`src/rtl/reset_button_ctrl.sv`:
```
// Pushbutton front end: 2-flop synchronise and debounce of three active-low keys,
// plus an "all three held" gesture that issues one fixed-length 3'b111 reset request.
module reset_button_ctrl #(
    parameter int unsigned DEBOUNCE_CYCLES = 1000000,
    parameter int unsigned HOLD_CYCLES     = 100000000,
    parameter int unsigned PULSE_CYCLES    = 16
) (
    input  logic       clock,
    input  logic       reset,
    input  logic [2:0] key_n,
    output logic [2:0] key_pressed,
    output logic [2:0] key_edge,
    output logic       hold_active,
    output logic [2:0] reset_req
);
    localparam logic [19:0] DB_LAST    = 20'(DEBOUNCE_CYCLES - 1);
    localparam logic [26:0] HOLD_LAST  = 27'(HOLD_CYCLES - 1);
    localparam logic [7:0]  PULSE_LAST = 8'(PULSE_CYCLES - 1);

    typedef enum logic [1:0] {IDLE, HOLD, FIRE, WAIT_RELEASE} state_t;

    state_t      state;
    logic [2:0]  sync1, sync2, level, settle, rise;
    logic [19:0] db_cnt [3];
    logic [26:0] hold_cnt;
    logic [7:0]  pulse_cnt;

    assign level = ~sync2;

    always_comb begin
        settle = '0;
        for (int unsigned i = 0; i < 3; i++)
            settle[i] = (level[i] != key_pressed[i]) && (db_cnt[i] == DB_LAST);
        rise = settle & level;
    end

    always_ff @(posedge clock) begin
        if (reset) begin
            sync1       <= '1;
            sync2       <= '1;
            key_pressed <= '0;
            key_edge    <= '0;
            for (int unsigned i = 0; i < 3; i++)
                db_cnt[i] <= '0;
        end else begin
            sync1    <= key_n;
            sync2    <= sync1;
            key_edge <= (state == FIRE || state == WAIT_RELEASE) ? '0 : rise;
            for (int unsigned i = 0; i < 3; i++) begin
                if (level[i] == key_pressed[i]) begin
                    db_cnt[i] <= '0;
                end else if (settle[i]) begin
                    key_pressed[i] <= level[i];
                    db_cnt[i]      <= '0;
                end else begin
                    db_cnt[i] <= db_cnt[i] + 20'd1;
                end
            end
        end
    end

    // The entry edge counts as the first held cycle, so FIRE lands HOLD_CYCLES
    // edges after key_pressed became 3'b111.
    always_ff @(posedge clock) begin
        if (reset) begin
            state       <= IDLE;
            hold_cnt    <= '0;
            pulse_cnt   <= '0;
            hold_active <= 1'b0;
            reset_req   <= '0;
        end else begin
            case (state)
                IDLE: begin
                    if (key_pressed == 3'b111) begin
                        state       <= HOLD;
                        hold_active <= 1'b1;
                        hold_cnt    <= 27'd1;
                    end else begin
                        hold_cnt <= '0;
                    end
                end
                HOLD: begin
                    if (key_pressed != 3'b111) begin
                        state       <= IDLE;
                        hold_active <= 1'b0;
                        hold_cnt    <= '0;
                    end else if (hold_cnt == HOLD_LAST) begin
                        state       <= FIRE;
                        hold_active <= 1'b0;
                        hold_cnt    <= '0;
                        pulse_cnt   <= '0;
                        reset_req   <= '1;
                    end else begin
                        hold_cnt <= hold_cnt + 27'd1;
                    end
                end
                FIRE: begin
                    if (pulse_cnt == PULSE_LAST) begin
                        state     <= WAIT_RELEASE;
                        reset_req <= '0;
                    end else begin
                        pulse_cnt <= pulse_cnt + 8'd1;
                    end
                end
                WAIT_RELEASE: begin
                    if (key_pressed == 3'b000)
                        state <= IDLE;
                end
                default: state <= IDLE;
            endcase
        end
    end
endmodule

```
`config.mk`:
```
export PLATFORM = sky130hd
export DESIGN_NAME = reset_button_ctrl
export DESIGN_NICKNAME = d
export VERILOG_FILES = /design/src/rtl/reset_button_ctrl.sv
export SDC_FILE = /design/constraint.sdc
export NUM_CORES = 1
export LEC_CHECK = 0
export ABC_AREA = 1
export BUFFER_PORTS_ARGS = -buffer_cell sky130_fd_sc_hd__buf_2
export CORE_UTILIZATION = 51
export DETAILED_ROUTE_END_ITERATION = 12
export PLACE_DENSITY = 0.8
export SLEW_MARGIN = 25
export SYNTH_ARGS = -nofsm -noshare
export SYNTH_HDL_FRONTEND = slang
export SYNTH_SLANG_ARGS = --single-unit
```
`constraint.sdc`:
```
create_clock -name clock -period 1.6 [get_ports clock]
set_input_delay 0.32 -clock clock [delete_from_list [all_inputs] [get_ports clock]]
set_output_delay 0.32 -clock clock [all_outputs]
set_load 0.02 [all_outputs]
```
==> impl.org <==
** Outcome
- Outcome :: finished, violations left
- The checks that failed: setup timing.

** Critical path
- The worst setup path is captured at a flop.
- The largest single stage delay on the critical path is between 0.3 and 0.4 ns.
- Cell type group with the largest total delay on the critical path :: simple AND/OR/NAND/NOR gates
- In this run the worst path has a maximum fanout of 3.
- The signal on the critical path passes through ha_2 > nand2_2 > nor2_4 > nand4_1 > nor2_1 > buf_4 > xor2_1 > nor2_1.
- Critical path class :: reg2reg
- STA puts the critical path data arrival time at around 1.8 ns.
- Buffers & Inverters on Critical Path :: 1
- For this design, the slowest cell found on the critical path is sky130_fd_sc_hd__edfxtp_1.
- STA classifies the critical path startpoint as a flop.
- By instance count, the cell type seen most on the critical path is sky130_fd_sc_hd__nor2_1.
- Critical path data required time :: 1.71 ns

** Yosys
- Proportion of synthesized chip area in sequential cells :: between 40% and 50%
- Cell taking the most area after synthesis :: sky130_fd_sc_hd__edfxtp_1
- Cell with the most instances after synthesis :: sky130_fd_sc_hd__nand2_1
- The most used flip-flop cell after synthesis is sky130_fd_sc_hd__edfxtp_1.
- Post-synth EDFFs :: 60
- Most frequent cells after synthesis :: sky130_fd_sc_hd__nand2_1, sky130_fd_sc_hd__nor2_1, sky130_fd_sc_hd__inv_1
- Warnings from Yosys :: 0
- Share of the synthesized area in the top cell type :: a little under 30%
- The cell count after synthesis came out at roughly 800.
- Average footprint of a synthesized cell :: a little under 8 um2
- Synthesis inferred 111 register bits.
- FFs w/ async S/R, synth :: 0%
- In this run the cell area of the synthesized design comes to between 6000 and 7000 um2.
- Leading post-synthesis cells by cell area :: sky130_fd_sc_hd__edfxtp_1, sky130_fd_sc_hd__dfxtp_1, sky130_fd_sc_hd__nand2_1
- Number of distinct library cells after synthesis :: 34

** Worst hold path
- Worst hold-check path type :: in2reg

** Cells and area
- Cells with a size suffix above 1 make up 22.6% of the layout.
- Fill cell count :: 907
- Area overhead of the layout relative to synthesis :: 27.5%
- Layout net count :: between 900 and 1000
- Final Instance Count excl. Fillers :: approximately 1100
- Antenna Cells :: 0
- Cell area after layout :: about 7900 um2

** Placement
- DPL Wire Length :: around 9700 um
- Cell area after placement :: approximately 7100 um2
- Routability-driven placement finished with a final weighted congestion of 0.887.
- Count of placed standard cells including taps :: about 1100
- The count of buffers added on input and output ports is 14.

** CTS
- The H-tree was split into 3 levels.
- Hold repair after CTS inserted 0 buffers.
- TritonCTS built the clock tree.
- The number of clock buffers added by TritonCTS is 9.
- Clock latency on the worst-skew pair :: roughly 0.36 ns
- In this run the clock root is driven by a sky130_fd_sc_hd__clkbuf_16.
- CTS saw about 110 sinks.
- No sink is reached through more buffers than the 2 on the longest clock path.
- Clock-pin slew was measured on the worst setup and hold paths at about 0.07 ns.

** Die
- Die W :: 112 um
- Number of rows in the core area :: 39
- Die footprint :: 12500 um2
- Placeable core region :: 11600 um2
- Initial cell density of the core :: 53.1%
- In this run the vertical extent of the chip is approximately 110 um.
- Ports placed on the boundary :: 15

** Timing
- For the pin with the worst max-slew slack, the measured transition is 0.526 ns.
- Static timing analysis puts the maximum clock frequency at 0.594 GHz.
- Setup repair after global routing missed its margin :: true
- Worst hold-check slack :: 0.145 ns
- The count of pins over their slew limit came to 0.
- Relative slew slack :: 64.8%
- The routed design could run at a clock period as short as between 1.5 and 2 ns.
- Share of the clock period used by the worst path after layout :: 105%
- Worst Slack Setup Final :: -0.0846 ns
- Setup violations remaining at the end of the flow were counted as 6.
- Hold violation total from the final report :: 0
- Final Skew :: 0.00850 ns

** Routing
- Number of design rule violations left after detail routing :: 0
- The first routing iteration left approximately 340 violations.
- Dividing the detail-routed wire length by the instance count gives 13.0 um.
- Pre-antenna DRT Iters :: 7
- Routed wire length :: approximately 14000 um
- Detailed routing inserted a total of 5658 vias.
- Post-DR vias/cell :: about 5
- Post-detailed-route count of antenna-violating nets :: 0

** Pwr
- Largest voltage drop on the vdd net :: 630 uV
- Int Power :: between 0.004 and 0.005 W
- The completed layout was analyzed and its total power is between 0.005 and 0.006 W.
- Per report_power, the combinational group accounts for between 5 and 6% of the total.
- Clock Power Share :: between 30 and 40%
- Power spent charging and discharging nets :: ~0.0013 W
- Power spread over the standard cell area amounts to 724 nW/um2.
- Summed over all cells, the static leakage comes to between 3 and 4 nW.
- Sw Share :: 22.8%
- Sequential Power Share :: between 50% and 60%

** GRT
- Largest net degree at the start of global routing :: 21
- For this run, the total global-route usage over all layers was measured as a little over a fifth.
- Sum of overflow across all layers after global routing :: 0
- Via count of the first global-routing pass :: roughly 5200
- The first global-routing pass estimated 22400 um of wire.
- Antenna violations before repair :: 0

** Job
- Across the run, the number of max-cap violations was 0.
## sequential cells by signal (all words and copies together), names as in the netlist, named ones only
signal and cells:
key_pressed 3, state 1, hold_active 1, db_cnt 60
key_edge 3, pulse_cnt 8, reset_req 1, sync1 3
hold_cnt 27, sync2 3
## per-layer routing
metal,GRT usage (%),wire [um]
met5,0,0
met4,10.1,338
met3,3.08,530
met2,38.3,7220
met1,27.0,6250
## final timing paths
kind,from,to,slack (ns),cells after the start
worst min-delay path,key_n[2],sync1[2],0.15,2
worst max-delay path,db_cnt[2][1],db_cnt[2][12],-0.08,8
worst min register to register,sync1[0],sync2[0],0.42,1
worst max register to register,db_cnt[2][1],db_cnt[2][12],-0.08,8
## cell type report
type,instances,area [um2],share of cell area (%)
clock buffer,9,225,2.86
inverter,103,387,4.91
timing repair buffer,94,732,9.30
sequential,111,2830,35.9
multi-input combinational,636,3450,43.8
clock inverter,7,72.6,0.922
tap,143,179,2.27
## cells in the final DEF (no fill, tap or decap), types with 4 or more instances in the layout
master,instances
sky130_fd_sc_hd__nand2_4,7
sky130_fd_sc_hd__nor2_2,22
sky130_fd_sc_hd__ha_2,5
sky130_fd_sc_hd__nand3b_1,5
sky130_fd_sc_hd__a21oi_1,37
sky130_fd_sc_hd__nor3_1,16
sky130_fd_sc_hd__inv_2,6
sky130_fd_sc_hd__nand2_1,174
sky130_fd_sc_hd__nor2_1,96
sky130_fd_sc_hd__buf_4,72
sky130_fd_sc_hd__o21bai_1,4
sky130_fd_sc_hd__or2_2,10
sky130_fd_sc_hd__nor3_2,10
sky130_fd_sc_hd__nand4_1,31
sky130_fd_sc_hd__xor2_1,31
sky130_fd_sc_hd__nand3_1,56
sky130_fd_sc_hd__edfxtp_1,60
sky130_fd_sc_hd__dfxtp_1,48
sky130_fd_sc_hd__clkbuf_16,10
sky130_fd_sc_hd__nand3_2,7
sky130_fd_sc_hd__xnor2_1,9
sky130_fd_sc_hd__nand2_2,10
sky130_fd_sc_hd__o21ai_0,6
sky130_fd_sc_hd__inv_1,97
sky130_fd_sc_hd__buf_6,5
sky130_fd_sc_hd__conb_1,60
sky130_fd_sc_hd__nor2_4,11
sky130_fd_sc_hd__buf_2,14
## power groups by stage
stage                     clock [W]  sequential [W]  combinational [W]
after detailed placement          0         0.00319           0.000244
after CTS                   0.00231         0.00313           0.000252
final                       0.00227         0.00313           0.000293
after floorplan                   0         0.00318           0.000153
after global routing        0.00243         0.00314           0.000324
after global placement            0         0.00319           0.000241
## logic make-up after synthesis
| family | count (synthesis) | synth area share [%] |
|---|---|---|
| AO/OA/AOI/OAI | 60 | 5.19 |
| XOR/XNOR | 40 | 5.68 |
| adder cells (fa/ha/maj) | 5 | 1.01 |
| flip-flops | 111 | 45.7 |
| AND/OR/NAND/NOR | 469 | 34.9 |
| other | 1 | 0.0608 |
| buffers and inverters | 115 | 7.46 |
## stage by stage
stage	setup TNS, ns	utilization, %	setup WS [ns]
floorplan	-0.144	-	-0.0178
global placement	0	61.4	0.0137
detailed placement	-0.950	61.4	-0.0751
CTS	-0.0581	64.5	-0.0248
global route	-1.87	67.8	-0.136
finish	-0.276	67.8	-0.0846
## repair_timing
action / in CTS / in global routing
buffers inserted: 3 / 9
pin swaps: 6 / 21
setup endpoints to repair: 25 / 89
cloned: 0 / 3
gates resized for setup: 8 / 68
No activity file was read; power rests on OpenSTA's default activity.
